### src/rtl/wb_stage.sv
// Write-back stage: holds at most one instruction from the memory stage.
// Loads wait for data. Each instruction retires one cycle after it is complete.
module wb_stage #(
    parameter int CNT_W = 64
) (
    input  logic             clk,
    input  logic             rst_n,
    input  logic             mem_valid,
    output logic             mem_ready,
    input  logic [63:0]      mem_pc,
    input  logic [31:0]      mem_inst,
    input  logic [4:0]       mem_rd,
    input  logic             mem_rd_wen,
    input  logic             mem_is_load,
    input  logic [1:0]       mem_load_size,
    input  logic             mem_load_unsigned,
    input  logic [2:0]       mem_addr_lo,
    input  logic [63:0]      mem_alu_result,
    input  logic             dmem_rvalid,
    input  logic [63:0]      dmem_rdata,
    output logic             rf_we,
    output logic [4:0]       rf_waddr,
    output logic [63:0]      rf_wdata,
    output logic             commit_valid,
    output logic [63:0]      commit_pc,
    output logic [31:0]      commit_inst,
    output logic             commit_misalign,
    output logic [CNT_W-1:0] instret
);

    localparam logic [1:0] S_EMPTY = 2'd0;
    localparam logic [1:0] S_WAIT  = 2'd1;
    localparam logic [1:0] S_FULL  = 2'd2;

    logic [1:0]       state;
    logic [1:0]       state_next;
    logic [63:0]      held_pc;
    logic [31:0]      held_inst;
    logic [4:0]       held_rd;
    logic             held_wen;
    logic             held_is_load;
    logic [1:0]       held_size;
    logic             held_uns;
    logic [2:0]       held_addr;
    logic [63:0]      held_alu;
    logic [63:0]      load_data;
    logic [CNT_W-1:0] count;

    logic             accept;
    logic             commit_fire;
    logic             misalign;
    logic [7:0]       lane_b;
    logic [15:0]      lane_h;
    logic [31:0]      lane_w;
    logic [63:0]      fmt_data;

    // Outputs are gated by rst_n so the reset cycle itself shows a quiet stage.
    assign mem_ready   = !rst_n || (state != S_WAIT);
    assign accept      = rst_n && mem_valid && mem_ready;
    assign commit_fire = rst_n && (state == S_FULL);

    always_comb begin
        lane_b   = dmem_rdata[{held_addr, 3'b000} +: 8];
        lane_h   = dmem_rdata[{held_addr[2:1], 4'b0000} +: 16];
        lane_w   = dmem_rdata[{held_addr[2], 5'b00000} +: 32];
        fmt_data = dmem_rdata;
        case (held_size)
            2'b00:   fmt_data = held_uns ? {56'd0, lane_b} : {{56{lane_b[7]}}, lane_b};
            2'b01:   fmt_data = held_uns ? {48'd0, lane_h} : {{48{lane_h[15]}}, lane_h};
            2'b10:   fmt_data = held_uns ? {32'd0, lane_w} : {{32{lane_w[31]}}, lane_w};
            default: fmt_data = dmem_rdata;
        endcase
    end

    always_comb begin
        misalign = 1'b0;
        case (held_size)
            2'b00:   misalign = 1'b0;
            2'b01:   misalign = held_addr[0];
            2'b10:   misalign = (held_addr[1:0] != 2'b00);
            default: misalign = (held_addr != 3'b000);
        endcase
        misalign = misalign && held_is_load;
    end

    always_comb begin
        state_next = state;
        case (state)
            S_EMPTY: if (accept) state_next = mem_is_load ? S_WAIT : S_FULL;
            S_WAIT:  if (dmem_rvalid) state_next = S_FULL;
            S_FULL:  state_next = accept ? (mem_is_load ? S_WAIT : S_FULL) : S_EMPTY;
            default: state_next = S_EMPTY;
        endcase
    end

    always_ff @(posedge clk) begin
        if (!rst_n) begin
            state        <= S_EMPTY;
            held_pc      <= '0;
            held_inst    <= '0;
            held_rd      <= '0;
            held_wen     <= 1'b0;
            held_is_load <= 1'b0;
            held_size    <= '0;
            held_uns     <= 1'b0;
            held_addr    <= '0;
            held_alu     <= '0;
            load_data    <= '0;
            count        <= '0;
        end else begin
            state <= state_next;
            if (commit_fire) begin
                count <= count + CNT_W'(1);
            end
            if (accept) begin
                held_pc      <= mem_pc;
                held_inst    <= mem_inst;
                held_rd      <= mem_rd;
                held_wen     <= mem_rd_wen;
                held_is_load <= mem_is_load;
                held_size    <= mem_load_size;
                held_uns     <= mem_load_unsigned;
                held_addr    <= mem_addr_lo;
                held_alu     <= mem_alu_result;
            end
            // Formatting uses the held size/offset, so data is captured already sign/zero extended.
            if ((state == S_WAIT) && dmem_rvalid) begin
                load_data <= fmt_data;
            end
        end
    end

    assign commit_valid    = commit_fire;
    assign commit_pc       = commit_fire ? held_pc : 64'd0;
    assign commit_inst     = commit_fire ? held_inst : 32'd0;
    assign commit_misalign = commit_fire && misalign;
    assign rf_we           = commit_fire && held_wen && (held_rd != 5'd0) && !misalign;
    assign rf_waddr        = rf_we ? held_rd : 5'd0;
    assign rf_wdata        = rf_we ? (held_is_load ? load_data : held_alu) : 64'd0;
    assign instret         = rst_n ? count : '0;

endmodule

### config.mk
export PLATFORM = sky130hd
export DESIGN_NAME = wb_stage
export DESIGN_NICKNAME = d
export VERILOG_FILES = /design/src/rtl/wb_stage.sv
export SDC_FILE = /design/constraint.sdc
export NUM_CORES = 1
export LEC_CHECK = 0
export ABC_AREA = 1
export CELL_PAD_IN_SITES_DETAIL_PLACEMENT = 1
export CELL_PAD_IN_SITES_GLOBAL_PLACEMENT = 1
export CORE_ASPECT_RATIO = 1.5
export CORE_MARGIN = 8
export CORE_UTILIZATION = 29
export DETAILED_ROUTE_END_ITERATION = 8
export GPL_ROUTABILITY_DRIVEN = 0
export GPL_TIMING_DRIVEN = 0
export PLACE_DENSITY = 0.81
export SLEW_MARGIN = 20
export SYNTH_ARGS = -nofsm -noshare
export SYNTH_HDL_FRONTEND = slang
export SYNTH_SLANG_ARGS = --single-unit
export TNS_END_PERCENT = 5
### constraint.sdc
create_clock -name clk -period 2.8 [get_ports clk]
set_input_delay 0.84 -clock clk [delete_from_list [all_inputs] [get_ports clk]]
set_output_delay 0.84 -clock clk [all_outputs]
set_load 0.01 [all_outputs]
==> out/metrics.cfg <==
[routing]
first_pass_iters = 6
drc_errors = 0
drt-vias-per-instance = 5.06
vias = 19200
wl_mm = 80.9
initialDrtViolationCount = 1145
ant_nets = 0
wl_per_cell_um = 21.3

[die]
die-area_sq_mm = 0.0627
ios = 474
start_util = 0.292
core_sq_mm = 0.0544
dieWidth_um = 207
num_rows = 105
dieHeight_um = 303

[power_and_ir_drop]
p_sw_frac = 0.286
pwr-share-comb = 0.169
p_clk_frac = 0.417
p_switching_mw = 3.21
p_seq_frac = 0.414
peakVddDrop_v = 0.000322
power.internal_mw = 8.00
power.density_mw_per_mm2 = 487
p_leak_nw = 10.3

[worst_setup_path]
cp.required_ns = 1.96
cp-end-kind = output port
worstPathArrival_ns = 2.25
start_kind = flip-flop
crit_family = buffers and inverters
cp_slowest_cell = dfxtp_2
path_cells = buf_6 > nand2_4 > inv_6 > nand2_4 > a21boi_2 > inv_1 > nand4_1 > buf_6 > buf_12 > buf_8 > nor2_4 > buf_4
slowest_delay_ns = 0.34
critPathMaxFanout = 8
critical_path_class = reg -> out
path_buf_inv = 7

[global_routing]
grt_overflow = 0
grt_pass1_vias = 20600
grt_pass1_wl_mm = 120
track_usage = 0.243
grt_max_degree = 17
grt_antenna_before_repair = 16

[clock_network]
cts_tree = done
cts_inserted_buffers = 34
clock_path_buffers = 3
cts_root_buffer = clkbuf_16
clkLatencyLatePin_ns = 0.54
holdBufCountCts = 0
path_clk_slew_ns = 0.07
h-tree-depth = 2
cts_sinks = 303

[status]
violations = negative setup slack
status = finished, violations left

[synthesis]
synth_edf_count = 0
ys_warn_count = 0
syn-cell-area_sq_mm = 0.0159
ys_types = 36
syn-num-nets = 2771
syn_inst = 2529
yosys-top-cells-area = dfxtp_1, nand2_1, nor2_1
synth_ff_type = dfxtp_1
avgSynthCellArea_sq_um = 6.29
synth_top_area_frac = 0.382
ys_seq_area_frac = 0.382
ys_ff_latch = 303
yosysTopAreaCell = dfxtp_1
async_reset_ff_frac = 0

[sta]
min_period_ns = 3.09
rsz0062_at_grt = yes
post-route-period-util = 1.10
timing.fmax_mhz = 324
maxSlewHeadroom = 0.454
timing.final.ws_setup_ns = -0.289
finalHoldViolations = 0
fin_skew_ns = 0.0196
drv_slew = 0
tightest_slew_ns = 0.813
setup_viol = 71

[finish]
nets = 3301
mostFrequentLayoutCells = nand2_1, nor2_1, dfxtp_1, inv_1, clkdlybuf4s50_1
final_common_cell = nand2_1
syn2layout_area_growth_pct = 44.8
postLayoutCoreUtil = 0.423
drive_gt1_frac = 0.128

[placement]
dpl.hpwl_mm = 64.1
io_buffers = 472
place_ws_ns = -1.64

[min_path]
hold_path_class = reg -> reg

[flow_run]
maxCapViolCount = 0

## path summary, 6_finish.rpt
kind                             start                        end  slack [ns]  cells past startpoint
max          held_size[0]$_SDFFE_PN0N_               rf_wdata[25]       -0.29                     12
min          held_alu[55]$_SDFFE_PN0N_  held_alu[55]$_SDFFE_PN0N_        0.46                      2
max reg2reg      state[0]$_SDFFE_PN0P_    held_rd[3]$_SDFFE_PN0N_        0.40                      8
min reg2reg  held_alu[55]$_SDFFE_PN0N_  held_alu[55]$_SDFFE_PN0N_        0.46                      2
## power groups by stage
stage          Sequential (mW)  Clock (mW)  Combinational [mW]
3_3_place_gp              4.72           0                1.70
3_5_place_dp              4.73           0                1.76
6_report                  4.64        4.68                1.89
2_1_floorplan             4.70           0               0.918
5_1_grt                   4.66        4.92                2.05
4_1_cts                   4.64        4.79                1.85
## logic make-up after synthesis
| kind of cell | count (synthesis) | synth area share |
|---|---|---|
| buffers and inverters | 454 | 0.112 |
| adder cells (fa/ha/maj) | 1 | 0.000787 |
| AO/OA/AOI/OAI | 563 | 0.189 |
| flip-flops | 303 | 0.382 |
| AND/OR/NAND/NOR | 1187 | 0.305 |
| XOR/XNOR | 21 | 0.0116 |
## per-stage QoR
step                cell area (sq um)  TNS, ns  hold slack (ns)  cells  power, mW
CTS                             23000   -20.29            0.459   3771       11.3
global route                    23000   -24.00            0.486   3784       11.6
global placement                21500  -275.08            0.441   3696       6.42
floorplan                       15900        0            0.430   2529       5.62
finish                          23000   -16.01            0.457   3789       11.2
detailed placement              21500  -288.05            0.450   3696       6.49
## cell usage after synthesis (2+ instances only)
| cell | instances |
|---|---|
| buf_2 | 43 |
| o21ai_1 | 2 |
| nor2_1 | 417 |
| xor2_1 | 16 |
| nand3b_1 | 2 |
| o2111ai_1 | 2 |
| or2_2 | 15 |
| o211ai_1 | 10 |
| nor3b_1 | 4 |
| nor3_1 | 23 |
| nor2_2 | 6 |
| nand3_1 | 94 |
| clkbuf_1 | 93 |
| xnor2_1 | 5 |
| o21ai_0 | 241 |
| inv_2 | 8 |
| and2_1 | 3 |
| dfxtp_1 | 303 |
| o21a_1 | 42 |
| nor2_4 | 8 |
| buf_4 | 5 |
| buf_1 | 17 |
| a21oi_1 | 239 |
| o21bai_1 | 11 |
| inv_1 | 288 |
| nand4_1 | 22 |
| nand2_1 | 584 |
| o22ai_1 | 13 |
| a31oi_1 | 2 |
| nand3_2 | 5 |
## metal layers
| metal | share of wire | vias up | GRT usage |
|---|---|---|---|
| li1 | - | 9096 | - |
| met1 | 0.36 | 9161 | 0.246 |
| met2 | 0.51 | 671 | 0.451 |
| met3 | 0.057 | 252 | 0.0484 |
| met4 | 0.071 | 8 | 0.163 |
| met5 | 0.00061 | - | 0 |
## worst reg2reg max path, delay by kind of cell (launching register included)
family | cells | cell delay, ns
AOI/OAI and AO/OA | 2 | 0.29
buffers and inverters | 4 | 1.24
DFF | 1 | 0.37
and+or+nand+nor | 2 | 0.45
## layout make-up
type,count,area (sq um)
fillers,7124,31400
multi-input cells,1772,8310
flip-flops and latches,303,6070
repair buffers,497,4470
inverters,296,1130
plain buffers,155,1020
clock buffers,40,903
well taps,695,870
clock inverters,18,226
diodes,13,32.5
## flip-flops by register name, summed over array words and instances, names as in the netlist
| signal | cells |
|---|---|
| count | 64 |
| held_alu | 64 |
| held_uns | 1 |
| held_size | 2 |
| held_is_load | 1 |
| held_pc | 64 |
| held_wen | 1 |
| state | 2 |
| load_data | 64 |
| held_addr | 3 |
| held_inst | 32 |
| held_rd | 5 |
## repair_timing
| action | 4_1_cts | 5_1_grt |
|---|---|---|
| gates resized for setup | 694 | 115 |
| setup buffers | 14 | 10 |
| hold endpoints to repair | 0 | 0 |
| endpoints found under the setup margin | 232 | 132 |
| pin swaps | 2 | 6 |
| cloned | 4 | 0 |
(Power assumes the default switching activity.)
